--- src/rtl/l2_ins_pkg.sv ---
// Shared types and geometry for the L2 instruction responder.
// Geometry constants follow the default 32-bit word / 16-word block build.
package l2_ins_pkg;

  typedef enum logic [1:0] {
    ST_IDLE  = 2'd0,
    ST_FETCH = 2'd1,
    ST_SEND  = 2'd2
  } l2_state_e;

  localparam int DEF_DATA_WIDTH     = 32;
  localparam int DEF_WORD_PER_BLOCK = 16;

  localparam int WORDS_PER_BEAT =
    (DEF_WORD_PER_BLOCK * 8) / DEF_DATA_WIDTH;
  localparam int BEATS_PER_BLOCK =
    DEF_WORD_PER_BLOCK / WORDS_PER_BEAT;

  localparam int WORD_CNT_W = $clog2(WORDS_PER_BEAT);
  localparam int BEAT_CNT_W = $clog2(BEATS_PER_BLOCK);
  localparam int BLK_OFF_W  = WORD_CNT_W + BEAT_CNT_W;

endpackage

--- src/rtl/l2_beat_assembler.sv ---
// Word-slot register file that gathers one beat of memory words
// into a single L2 bus-wide vector.
module l2_beat_assembler
  import l2_ins_pkg::*;
#(
  parameter int DATA_WIDTH = 32
) (
  input  logic                                 clk,
  input  logic                                 rst_n,
  input  logic [WORDS_PER_BEAT-1:0]            i_we,
  input  logic [DATA_WIDTH-1:0]                i_wdata,
  output logic [WORDS_PER_BEAT*DATA_WIDTH-1:0] o_beat
);

  for (genvar k = 0; k < WORDS_PER_BEAT; k++) begin : g_slot
    logic [DATA_WIDTH-1:0] r_word;

    always_ff @(posedge clk or negedge rst_n) begin
      if (!rst_n) begin
        r_word <= '0;
      end else if (i_we[k]) begin
        r_word <= i_wdata;
      end
    end

    assign o_beat[DATA_WIDTH*k +: DATA_WIDTH] = r_word;
  end

endmodule

--- src/rtl/l2_instruction_responder.sv ---
// L2 instruction responder: fetches a block word-by-word and returns it in beats.
// Define L2_INS_CRITICAL_BEAT_FIRST_EN to start with the beat holding the requested word.
module l2_instruction_responder
  import l2_ins_pkg::*;
#(
  parameter int ADDRESS_WIDTH  = 32,
  parameter int DATA_WIDTH     = 32,
  parameter int WORD_PER_BLOCK = 16
) (
  input  logic                        CLK,
  input  logic                        RST_N,
  input  logic                        ADDRESS_TO_L2_VALID_INS,
  output logic                        ADDRESS_TO_L2_READY_INS,
  input  logic [ADDRESS_WIDTH-3:0]    ADDRESS_TO_L2_INS,
  output logic                        DATA_FROM_L2_VALID_INS,
  input  logic                        DATA_FROM_L2_READY_INS,
  output logic [WORD_PER_BLOCK*8-1:0] DATA_FROM_L2_INS,
  output logic                        MEM_REQ_VALID,
  input  logic                        MEM_REQ_READY,
  output logic [ADDRESS_WIDTH-3:0]    MEM_ADDRESS,
  input  logic                        MEM_RSP_VALID,
  input  logic [DATA_WIDTH-1:0]       MEM_RSP_DATA
);

  localparam int AW           = ADDRESS_WIDTH - 2;
  localparam int L2_BUS_WIDTH = WORD_PER_BLOCK * 8;
  localparam int BLK_W        = AW - BLK_OFF_W;

  l2_state_e               r_state;
  l2_state_e               w_state_nxt;
  logic [BLK_W-1:0]        r_blk;
  logic [BLK_W-1:0]        w_blk_nxt;
  logic [BEAT_CNT_W-1:0]   r_beat;
  logic [BEAT_CNT_W-1:0]   w_beat_nxt;
  logic [BEAT_CNT_W-1:0]   r_sent;
  logic [BEAT_CNT_W-1:0]   w_sent_nxt;
  logic [WORD_CNT_W-1:0]   r_word;
  logic [WORD_CNT_W-1:0]   w_word_nxt;
  logic                    r_pend;
  logic                    w_pend_nxt;
  logic                    r_live;
  logic [BEAT_CNT_W-1:0]   w_start_beat;
  logic [WORDS_PER_BEAT-1:0] w_we;
  logic [WORDS_PER_BEAT*DATA_WIDTH-1:0] w_beat_data;
  logic                    w_unused;

`ifdef L2_INS_CRITICAL_BEAT_FIRST_EN
  assign w_start_beat = ADDRESS_TO_L2_INS[WORD_CNT_W +: BEAT_CNT_W];
`else
  assign w_start_beat = '0;
`endif

  assign w_unused = ^ADDRESS_TO_L2_INS[BLK_OFF_W-1:0];

  // Block base is kept separately so the offset never carries out.
  assign MEM_ADDRESS      = {r_blk, r_beat, r_word};
  assign DATA_FROM_L2_INS = L2_BUS_WIDTH'(w_beat_data);

  always_comb begin
    w_state_nxt             = r_state;
    w_blk_nxt               = r_blk;
    w_beat_nxt              = r_beat;
    w_sent_nxt              = r_sent;
    w_word_nxt              = r_word;
    w_pend_nxt              = r_pend;
    w_we                    = '0;
    ADDRESS_TO_L2_READY_INS = 1'b0;
    DATA_FROM_L2_VALID_INS  = 1'b0;
    MEM_REQ_VALID           = 1'b0;
    unique case (r_state)
      ST_IDLE: begin
        ADDRESS_TO_L2_READY_INS = r_live;
        if (r_live && ADDRESS_TO_L2_VALID_INS) begin
          w_blk_nxt   = ADDRESS_TO_L2_INS[AW-1:BLK_OFF_W];
          w_beat_nxt  = w_start_beat;
          w_sent_nxt  = '0;
          w_word_nxt  = '0;
          w_pend_nxt  = 1'b0;
          w_state_nxt = ST_FETCH;
        end
      end
      ST_FETCH: begin
        MEM_REQ_VALID = !r_pend;
        if (!r_pend && MEM_REQ_READY) begin
          w_pend_nxt = 1'b1;
        end
        if (r_pend && MEM_RSP_VALID) begin
          w_pend_nxt   = 1'b0;
          w_we[r_word] = 1'b1;
          w_word_nxt   = r_word + 1'b1;
          if (r_word == WORD_CNT_W'(WORDS_PER_BEAT - 1)) begin
            w_state_nxt = ST_SEND;
          end
        end
      end
      ST_SEND: begin
        DATA_FROM_L2_VALID_INS = 1'b1;
        if (DATA_FROM_L2_READY_INS) begin
          w_word_nxt = '0;
          if (r_sent == BEAT_CNT_W'(BEATS_PER_BLOCK - 1)) begin
            w_state_nxt = ST_IDLE;
          end else begin
            w_sent_nxt  = r_sent + 1'b1;
            w_beat_nxt  = r_beat + 1'b1;
            w_state_nxt = ST_FETCH;
          end
        end
      end
      default: begin
        w_state_nxt = ST_IDLE;
      end
    endcase
  end

  // r_live keeps the request port closed until the first edge after reset.
  always_ff @(posedge CLK or negedge RST_N) begin
    if (!RST_N) begin
      r_state <= ST_IDLE;
      r_blk   <= '0;
      r_beat  <= '0;
      r_sent  <= '0;
      r_word  <= '0;
      r_pend  <= 1'b0;
      r_live  <= 1'b0;
    end else begin
      r_state <= w_state_nxt;
      r_blk   <= w_blk_nxt;
      r_beat  <= w_beat_nxt;
      r_sent  <= w_sent_nxt;
      r_word  <= w_word_nxt;
      r_pend  <= w_pend_nxt;
      r_live  <= 1'b1;
    end
  end

  l2_beat_assembler #(
    .DATA_WIDTH (DATA_WIDTH)
  ) u_beat_asm (
    .clk     (CLK),
    .rst_n   (RST_N),
    .i_we    (w_we),
    .i_wdata (MEM_RSP_DATA),
    .o_beat  (w_beat_data)
  );

endmodule
--- config.mk ---
export PLATFORM = sky130hd
export DESIGN_NAME = l2_instruction_responder
export DESIGN_NICKNAME = d
export VERILOG_FILES = /design/src/rtl/l2_ins_pkg.sv /design/src/rtl/l2_beat_assembler.sv /design/src/rtl/l2_instruction_responder.sv
export SDC_FILE = /design/constraint.sdc
export NUM_CORES = 1
export LEC_CHECK = 0
export CAP_MARGIN = 10
export CORE_MARGIN = 5
export CORE_UTILIZATION = 47
export CTS_BUF_LIST = sky130_fd_sc_hd__clkbuf_8
export DETAILED_ROUTE_END_ITERATION = 6
export MAX_ROUTING_LAYER = met4
export PLACE_DENSITY = 0.81
export SETUP_SLACK_MARGIN = 0.15
export SLEW_MARGIN = 0
export SYNTH_ARGS = -nofsm -noshare
export SYNTH_HDL_FRONTEND = slang
export SYNTH_HIERARCHICAL = 1
export SYNTH_SLANG_ARGS = --single-unit
export TNS_END_PERCENT = 5
--- constraint.sdc ---
create_clock -name CLK -period 2.44 [get_ports CLK]
set_clock_uncertainty 0.2 [all_clocks]
set_input_delay 0.488 -clock CLK [delete_from_list [all_inputs] [get_ports CLK]]
set_output_delay 0.488 -clock CLK [all_outputs]
set_load 0.02 [all_outputs]
After elaboration in Yosys (flattened, before gate mapping)
Index checks and enable logic that the tools add are counted.
{"block": "classes", "n_mux": 27, "add_sub_neg": 3, "n_reduce_logical": 14, "div": 0, "order_cmp": 2, "bitwise": 0, "eq_ne": 10, "n_shift": 0, "multipliers": 0}
{"operator": "2-bit 2-to-1 mux", "count": 11}
{"operator": "2-bit case mux with 3 select lines", "count": 2}
{"operator": "4-bit AND reduction", "count": 3}
{"operator": "2-bit != test, second input constant", "count": 5}
{"operator": "1-bit 2-to-1 mux", "count": 8}
{"operator": "4-bit 2-to-1 mux", "count": 2}
{"operator": "2-bit case mux with 2 select lines", "count": 2}
{"operator": "2-bit by 1-bit adder with 2-bit output, second input constant", "count": 3}
{"operator": "2-bit equality test, second input constant", "count": 3}
{"operator": "1-bit logical AND", "count": 4}
{"operator": "2-bit nonzero test", "count": 2}
{"operator": "2-bit by 3-bit < comparator with 1-bit output, second input constant", "count": 1}
{"operator": "3-bit != test, second input constant", "count": 1}
{"operator": "3-bit AND reduction", "count": 1}
{"operator": "3-bit nonzero test", "count": 1}
{"operator": "1-bit demux with 2-bit select", "count": 1}
{"operator": "2-bit by 1-bit equality test with 1-bit output, second input constant", "count": 1}
{"operator": "2-bit by 1-bit >= comparator with 1-bit output, second input constant", "count": 1}
{"operator": "2-bit zero test", "count": 1}
{"operator": "1-bit case mux with 2 select lines", "count": 1}
{"operator": "2-bit AND reduction", "count": 1}
{"operator": "1-bit zero test", "count": 1}
{"block": "word_totals", "input_bits": 68, "rom_bits": 0, "latch_bits": 0, "mem_bits_rw": 0, "ff_bits": 164, "n_memories": 0}

Logic depth before layout (Yosys ltp)
Gate-level depths: netlist of the first run.
{"block": "depth", "depth_word": 6, "depth_mapped": 6, "depth_no_buf": 4}

Modules after synthesis
Netlist of the first run, hierarchy kept.
{"mod": "l2_beat_assembler", "instances": 1, "cells_per_inst": 272, "seq_area_each_um2": 3203.1, "area_each_um2": 5380.2}
{"mod": "l2_instruction_responder", "instances": 1, "cells_per_inst": 120, "seq_area_each_um2": 900.9, "area_each_um2": 1655.3}

Worst setup path before layout of the first run
No wires, ideal clock.
{"block": "synth_path", "path_type": "reg-to-output", "start": "register r_state[1]", "end": "output port ADDRESS_TO_L2_READY_INS", "path_stages_with_launch": 4, "required_time_ps": 1752, "path_slack_ps": 517, "arrival_time_ps": 1235, "n_path_buf": 2, "path_cell_list": "dfrtp_1 buf_6 clkbuf_1 nor3b_1"}
{"block": "synth_between", "elab_chain_len": 2}
{"element": "from (decl)", "line": "l2_instruction_responder.sv:29", "text": "l2_state_e r_state;"}
{"element": "from (signal assigned)", "line": "l2_instruction_responder.sv:126", "text": "r_state <= w_state_nxt;"}
{"element": "2-bit zero test", "line": "l2_instruction_responder.sv:70", "text": "unique case (r_state)"}
{"element": "1-bit 2-to-1 mux", "line": "l2_instruction_responder.sv:70"}
{"element": "to (decl)", "line": "l2_instruction_responder.sv:13", "text": "output logic ADDRESS_TO_L2_READY_INS,"}
No other way between the ends.

Final worst setup path of the first run
{"block": "layout_path", "start": "register r_state[0]", "end": "output port MEM_REQ_VALID"}
{"block": "layout_between", "elab_chain_len": 2}
{"element": "2-bit by 1-bit equality test with 1-bit output", "line": "l2_instruction_responder.sv:70"}
{"element": "1-bit 2-to-1 mux", "line": "l2_instruction_responder.sv:70"}
{"element": "to (decl)", "line": "l2_instruction_responder.sv:18", "text": "output logic MEM_REQ_VALID,"}
No other way between the ends.

==> load_flow_metrics.sql, run 1 <==
INSERT INTO impl_metrics (metric_group, metric, value, unit) VALUES
('placement', 'routabilityCongestion', '0.809', ''),
('critical_path', 'rr_endpoint', 'r_blk[14]', ''),
('critical_path', 'timing.critical_path.fanout_max', '11', ''),
('cts', 'post-cts-setup-buffers', '0', ''),
('detailed_routing', 'drt_drc_violations_left', '0', ''),
('global_route', 'track_usage', '0.197', ''),
('global_route', 'first_global_vias', '4684', ''),
('yosys', 'synth_area', '0.00704', 'mm^2'),
('die', 'fp.dieArea', '0.0175', 'mm^2'),
('yosys', 'post_synth_inst_count', '392', ''),
('sta', 'setup_violations', '0', ''),
('sta', 'timing.final.crit_share', '0.904', ''),
('critical_path', 'r2r.worst_path.cells', '4', ''),
('detailed_routing', 'postRouteAntennaNets', '0', ''),
('flow_run', 'timing.max_cap.violations', '0', ''),
('placement', 'hpwl', '11600', 'um'),
('worst_hold_path', 'min_delay_worst_endpoint', 'u_beat_asm/g_slot[1].r_word[28]', ''),
('detailed_routing', 'detailedRoute.firstPassIterationCount', '6', ''),
('detailed_routing', 'wirelength', '16400', 'um'),
('global_route', 'largest_net_degree_at_the_start_of_global_routing', '60', ''),
('yosys', 'synthesis.nets', '465', ''),
('outcome', 'run_status', 'finished clean', ''),
('layout', 'layout_commonest_cell', 'sky130_fd_sc_hd__clkdlybuf4s50_1', ''),
('critical_path', 'r2r_setup_slack', '470', 'ps'),
('die', 'floorplan.io_pins', '229', ''),
('layout', 'layout.cells.most_common_list', 'sky130_fd_sc_hd__clkdlybuf4s50_1, sky130_fd_sc_hd__dfrtp_1, sky130_fd_sc_hd__mux2_4', ''),
('worst_hold_path', 'min_delay_path_depth', '1', ''),
('sta', 'slew_headroom', '0.630', ''),
('yosys', 'register_area_share_after_synthesis', '0.583', ''),
('cts', 'clkLatencyLatePin', '450', 'ps'),
('pwr', 'power_density', '1420', 'mW/mm^2'),
('yosys', 'synth.ff_latch_count', '164', ''),
('layout', 'layout-drive-gt1-share', '0.330', ''),
('global_route', 'grt_first_pass_wirelength', '26300', 'um'),
('cts', 'clock-root-buffer', 'sky130_fd_sc_hd__clkbuf_8', ''),
('cts', 'ctsHtreeMaxLevel', '4', ''),
('critical_path', 'worstReg2RegStart', 'r_state[1]', ''),
('worst_hold_path', 'worst_hold_startpoint', 'u_beat_asm/g_slot[1].r_word[28]', ''),
('sta', 'fmaxAchievable', '453', 'MHz'),
('pwr', 'report.power.total', '14.0', 'mW'),
('critical_path', 'cp-start-kind', 'register', ''),
('layout', 'antenna_cells_inserted', '0', ''),
('detailed_routing', 'drt-vias-per-instance', '5.02', ''),
('layout', 'syn2layout_area_growth', '40.3', '%'),
('yosys', 'mapped_avg_cell_area', '17.9', 'um^2'),
('critical_path', 'arrival', '1520', 'ps'),
('die', 'initial_core_util', '0.482', ''),
('detailed_routing', 'vias', '4149', ''),
('critical_path', 'worstPathRequired', '1750', 'ps'),
('cts', 'clkSinkCount', '164', ''),
('die', 'placement_rows', '44', ''),
('detailed_routing', 'wl_per_cell', '19.8', 'um'),
('pwr', 'total_leakage_power', '4.38', 'nW'),
('die', 'die_h', '132', 'um'),
('yosys', 'ys_warn_count', '6', ''),
('sta', 'worst_pin_slew', '554', 'ps'),
('global_route', 'grt_overflow', '0', ''),
('global_route', 'grt_antenna_before_repair', '0', ''),
('critical_path', 'timing_worst_setup_path_type', 'reg2out', ''),
('worst_hold_path', 'min-delay-path-class', 'reg2reg', ''),
('sta', 'final.min_clock_period', '2210', 'ps'),
('sta', 'finalHoldViolations', '0', ''),
('yosys', 'yosysUniqueCellTypes', '32', ''),
('detailed_routing', 'drt_iter0_markers', '173', ''),
('cts', 'cts_made_buffers', '17', ''),
('critical_path', 'critical_path.endpoint_type', 'output pin', ''),
('layout', 'nets_final', '703', ''),
('sta', 'slew_violations', '0', ''),
('die', 'core_region_area', '0.0146', 'mm^2'),
('placement', 'port_buffers', '224', ''),
('die', 'die_w', '132', 'um'),
('sta', 'unrepaired_setup_endpoints_after_global_routing', 'true', ''),
('cts', 'clkSlewWorstSetupHoldPaths', '90', 'ps'),
('cts', 'cts_tree', 'done', ''),
('sta', 'final.setup.tns', '0', 'ps'),
('cts', 'cts.path.max_buffers', '2', ''),
('pwr', 'ir_worst_vdd', '0.000769', 'V');
[synth_stat cells]
| cell type | number | area (um^2) |
|---|---|---|
| sky130_fd_sc_hd__o211ai_1 | 1 | 7.51 |
| sky130_fd_sc_hd__clkbuf_1 | 1 | 3.75 |
| sky130_fd_sc_hd__nand2_1 | 4 | 15.0 |
| sky130_fd_sc_hd__a21o_1 | 1 | 7.51 |
| sky130_fd_sc_hd__mux2_4 | 120 | 1800 |
| sky130_fd_sc_hd__inv_1 | 3 | 11.3 |
| sky130_fd_sc_hd__a32o_1 | 2 | 20.0 |
| sky130_fd_sc_hd__mux2i_1 | 2 | 20.0 |
| sky130_fd_sc_hd__buf_2 | 1 | 5.00 |
| sky130_fd_sc_hd__nor4bb_4 | 1 | 25.0 |
| sky130_fd_sc_hd__nor3b_1 | 4 | 30.0 |
| sky130_fd_sc_hd__buf_6 | 6 | 67.6 |
| sky130_fd_sc_hd__a21oi_2 | 1 | 8.76 |
| sky130_fd_sc_hd__a21oi_1 | 4 | 20.0 |
| sky130_fd_sc_hd__and4b_1 | 2 | 20.0 |
| sky130_fd_sc_hd__o21ai_0 | 3 | 15.0 |
| sky130_fd_sc_hd__a41o_1 | 1 | 10.0 |
| sky130_fd_sc_hd__buf_12 | 13 | 260 |
| sky130_fd_sc_hd__nand3_1 | 2 | 10.0 |
| sky130_fd_sc_hd__ha_1 | 5 | 62.6 |
| sky130_fd_sc_hd__or3b_2 | 1 | 8.76 |
| sky130_fd_sc_hd__conb_1 | 1 | 3.75 |
| sky130_fd_sc_hd__or2_2 | 1 | 6.26 |
| sky130_fd_sc_hd__xnor2_1 | 1 | 8.76 |
| sky130_fd_sc_hd__mux2_2 | 34 | 383 |
| sky130_fd_sc_hd__a22o_1 | 2 | 17.5 |
| sky130_fd_sc_hd__and2_1 | 4 | 25.0 |
| sky130_fd_sc_hd__a211o_1 | 1 | 8.76 |
| sky130_fd_sc_hd__dfrtp_1 | 164 | 4100 |
| sky130_fd_sc_hd__nor2b_1 | 3 | 18.8 |
| sky130_fd_sc_hd__buf_8 | 1 | 15.0 |
| sky130_fd_sc_hd__nand3b_1 | 2 | 15.0 |
[report_power, final]
part	switching (mW)	total [mW]	internal [mW]
Clock	0.988	2.08	1.09
Combinational	3.04	7.08	4.04
Sequential	0.827	4.84	4.01
Total	4.85	14.0	9.15
[repair_timing]
action	CTS	global route
resized for setup	6	2
setup endpoints to repair	5	5
gates cloned	0	0
hold endpoints to repair	42	0
hold buffers	1	0
[per-layer routing]
layer | up-vias | global-route usage | wire length (um)
li1 | 1859 | - | -
met1 | 2116 | 0.240 | 7060
met2 | 154 | 0.306 | 7860
met3 | 20 | 0.0676 | 1180
met4 | 0 | 0.0690 | 290
met5 | - | - | 0
[worst max-delay path: stages, from the launching register on]
cell and delay [ps]:
sky130_fd_sc_hd__dfrtp_2 470, sky130_fd_sc_hd__nor3b_1 240, sky130_fd_sc_hd__clkdlybuf4s15_1 350
[registers in the layout, indices dropped and copies added, names as in the netlist]
register,flops
r_beat,2
r_blk,26
r_live,1
r_pend,1
r_sent,2
r_state,2
r_word,2
u_beat_asm/g_slot.r_word,128
[layout make-up]
class                           instances  area, um^2
Clock buffer                           20         275
Timing Repair Buffer                  241        2520
Clock inverter                         12         154
Fill cell                            1009        4720
Tap cell                              184         230
Inverter                                3        11.3
Sequential cell                       164        4110
Multi-Input combinational cell        203        2570
[worst max-delay path by stage]
stage / start / end / slack, ps / cells past startpoint
2_1_floorplan: r_state[1] / ADDRESS_TO_L2_READY_INS / 520 / 3
3_3_place_gp: MEM_RSP_VALID / u_beat_asm/g_slot[3].r_word[31] / 100 / 5
3_5_place_dp: MEM_RSP_VALID / u_beat_asm/g_slot[0].r_word[0] / 50 / 5
4_1_cts: r_beat[0] / MEM_ADDRESS[2] / 150 / 1
5_1_grt: r_state[1] / MEM_REQ_VALID / 110 / 2
6_report: r_state[0] / MEM_REQ_VALID / 230 / 2
[metrics by stage]
step | hold slack (ps) | utilization | setup slack [ps] | cells | cell area, um^2
6_report | 313 | 0.677 | 234 | 827 | 9870
5_1_grt | 320 | 0.677 | 108 | 827 | 9870
4_1_cts | 305 | 0.676 | 154 | 827 | 9870
3_5_place_dp | 250 | 0.647 | 51.9 | 794 | 9430
3_3_place_gp | 242 | 0.647 | 101 | 794 | 9430
2_1_floorplan | -7.59 | - | 517 | 392 | 7040
[logic make-up after synthesis]
family,count (synthesis),share of synthesized area
multiplexers,156,0.313
flip-flops,164,0.583
buffers and inverters,25,0.0516
other,1,0.000533
XOR/XNOR,1,0.00125
AO/OA/AOI/OAI,16,0.0164
adder cells (fa/ha/maj),5,0.00889
AND/OR/NAND/NOR,24,0.0247
No activity file was read; power rests on OpenSTA's default activity.
==> inputs of run 2 (changes only) <==
- MAX_ROUTING_LAYER: met4 -> not set
==> run 2 against run 1 <==
First-iteration DRC count decreased by 4.6%. Clock-buffer cell count stayed put. Register-to-register slack hardly changed. Via count decreased by 0.12%. Maximum frequency is 0.19% higher. Sequential share of layout area did not move. Non-clock buffer count is the same. Critical path depth unchanged. Critical path type unchanged. Critical endpoint unchanged. Largest cell class unchanged.
==> load_flow_metrics.sql, run 2 (synthesis gave the netlist of run 1 again) <==
INSERT INTO impl_metrics (metric_group, metric, value, unit) VALUES
('outcome', 'run_status', 'finished clean', ''),
('sta', 'worst_pin_slew', '552', 'ps'),
('placement', 'dp_worst_setup_slack', '51.9', 'ps'),
('sta', 'timing.final.crit_share', '0.902', ''),
('pwr', 'total_leakage_power', '4.38', 'nW'),
('detailed_routing', 'drt_iter0_markers', '165', ''),
('die', 'initial_core_util', '0.482', ''),
('cts', 'clkSlewWorstSetupHoldPaths', '90', 'ps'),
('cts', 'cts_made_buffers', '17', ''),
('placement', 'port_buffers', '224', ''),
('detailed_routing', 'drt_drc_violations_left', '0', ''),
('flow_run', 'timing.max_cap.violations', '0', ''),
('layout', 'antenna_cells_inserted', '0', ''),
('sta', 'setup_ws_final', '239', 'ps'),
('die', 'placement_rows', '44', ''),
('die', 'die_w', '132', 'um'),
('die', 'floorplan.io_pins', '229', ''),
('placement', 'placedCellCount', '794', ''),
('sta', 'fmaxAchievable', '454', 'MHz'),
('cts', 'cts.path.max_buffers', '2', ''),
('die', 'fp.dieArea', '0.0175', 'mm^2'),
('placement', 'hpwl', '11600', 'um'),
('cts', 'ctsHtreeMaxLevel', '4', ''),
('global_route', 'grt_antenna_before_repair', '0', ''),
('global_route', 'track_usage', '0.191', ''),
('layout', 'final_cells', '827', ''),
('sta', 'unrepaired_setup_endpoints_after_global_routing', 'true', ''),
('cts', 'clkSinkCount', '164', ''),
('critical_path', 'timing.critical_path.fanout_max', '11', ''),
('die', 'core_region_area', '0.0146', 'mm^2'),
('global_route', 'grt_overflow', '0', ''),
('detailed_routing', 'vias', '4144', ''),
('detailed_routing', 'wl_per_cell', '19.8', 'um'),
('pwr', 'power_density', '1420', 'mW/mm^2'),
('layout', 'layout.cells.most_common_list', 'sky130_fd_sc_hd__clkdlybuf4s50_1, sky130_fd_sc_hd__dfrtp_1, sky130_fd_sc_hd__mux2_4', ''),
('cts', 'cts_tree', 'done', ''),
('critical_path', 'timing_worst_setup_path_type', 'reg2out', ''),
('critical_path', 'arrival', '1510', 'ps'),
('layout', 'registers.top_by_ff_count', 'u_beat_asm/g_slot.r_word', ''),
('layout', 'syn2layout_area_growth', '40.3', '%'),
('pwr', 'ir_worst_vdd', '0.000770', 'V'),
('sta', 'final.min_clock_period', '2200', 'ps'),
('sta', 'slew_violations', '0', ''),
('global_route', 'largest_net_degree_at_the_start_of_global_routing', '60', ''),
('cts', 'clock-root-buffer', 'sky130_fd_sc_hd__clkbuf_8', ''),
('global_route', 'grt_first_pass_wirelength', '26300', 'um'),
('layout', 'largest_registers', 'u_beat_asm/g_slot.r_word (128), r_blk (26)', ''),
('detailed_routing', 'drt-vias-per-instance', '5.01', ''),
('critical_path', 'critical_path.endpoint_type', 'output pin', ''),
('sta', 'slew_headroom', '0.631', ''),
('placement', 'routabilityCongestion', '0.798', ''),
('layout', 'nets_final', '703', ''),
('critical_path', 'worstPathRequired', '1750', 'ps'),
('detailed_routing', 'detailedRoute.firstPassIterationCount', '6', ''),
('layout', 'layout-drive-gt1-share', '0.330', ''),
('die', 'die_h', '132', 'um'),
('detailed_routing', 'postRouteAntennaNets', '0', ''),
('cts', 'clkLatencyLatePin', '450', 'ps'),
('cts', 'post-cts-setup-buffers', '0', ''),
('critical_path', 'cp-start-kind', 'register', ''),
('detailed_routing', 'wirelength', '16400', 'um'),
('layout', 'layout_commonest_cell', 'sky130_fd_sc_hd__clkdlybuf4s50_1', ''),
('sta', 'finalHoldViolations', '0', ''),
('sta', 'setup_violations', '0', ''),
('layout', 'largest_register_ff_count', '128', ''),
('sta', 'final.setup.tns', '0', 'ps'),
('global_route', 'first_global_vias', '4662', ''),
('worst_hold_path', 'min-delay-path-class', 'reg2reg', '');
-- run 2: cell counts in the layout (fill, tap and decap cells not counted) --
No cell type changed its count.
-- run 2: critical path, cell delays in order, from the launching register on --
cell	delay, ps
sky130_fd_sc_hd__dfrtp_2	470
sky130_fd_sc_hd__nor3b_1	240
sky130_fd_sc_hd__clkdlybuf4s15_1	350
-- run 2: metrics by stage --
step | util | area (um^2) | hold slack (ps) | total power, mW
final | 0.677 | 9870 | 311 | 14.0
after global routing | 0.677 | 9870 | 322 | 14.7
after CTS | 0.676 | 9870 | 305 | 14.2
after detailed placement | 0.647 | 9430 | 250 | 12.0
after global placement | 0.647 | 9430 | 242 | 11.8
after floorplan | - | 7040 | -7.59 | 8.71
-- run 2: what timing repair did --
item | 4_1_cts | 5_1_grt
hold buffers | 1 | 0
hold endpoints to repair | 42 | 0
setup endpoints to repair | 5 | 5
resized for setup | 6 | 2
-- run 2: cell type report --
type	instances	area, um^2
clock buffers	20	275
inverters	3	11.3
multi-input cells	203	2570
repair buffers	241	2520
fillers	1009	4720
flip-flops and latches	164	4110
well taps	184	230
clock inverters	12	154
-- run 2: power breakdown --
group / switching [mW] / leakage [nW] / internal [mW]
Sequential: 0.830 / 2.02 / 4.01
Combinational: 3.04 / 2.14 / 4.04
Clock: 0.984 / 0.222 / 1.09
Total: 4.85 / 4.38 / 9.15
-- run 2: final timing paths --
path	from	endpoint	slack (ps)	cells after the start
max reg2reg	r_state[1]	r_blk[14]	470	4
min	r_blk[18]	r_blk[18]	310	1
min reg2reg	r_blk[18]	r_blk[18]	310	1
max	r_state[0]	MEM_REQ_VALID	240	2
max in group asynchronous	RST_N	u_beat_asm/g_slot[3].r_word[11]	1030	3
min in group asynchronous	RST_N	r_blk[22]	330	2
-- run 2: metal layers --
| metal | up-vias | part of all wire | GRT usage | routed length [um] |
|---|---|---|---|---|
| met5 | - | 0 | 0 | 0 |
| met2 | 152 | 0.48 | 0.306 | 7900 |
| li1 | 1860 | - | - | - |
| met1 | 2108 | 0.42 | 0.233 | 6870 |
| met4 | 0 | 0.020 | 0.0741 | 330 |
| met3 | 24 | 0.080 | 0.0748 | 1310 |
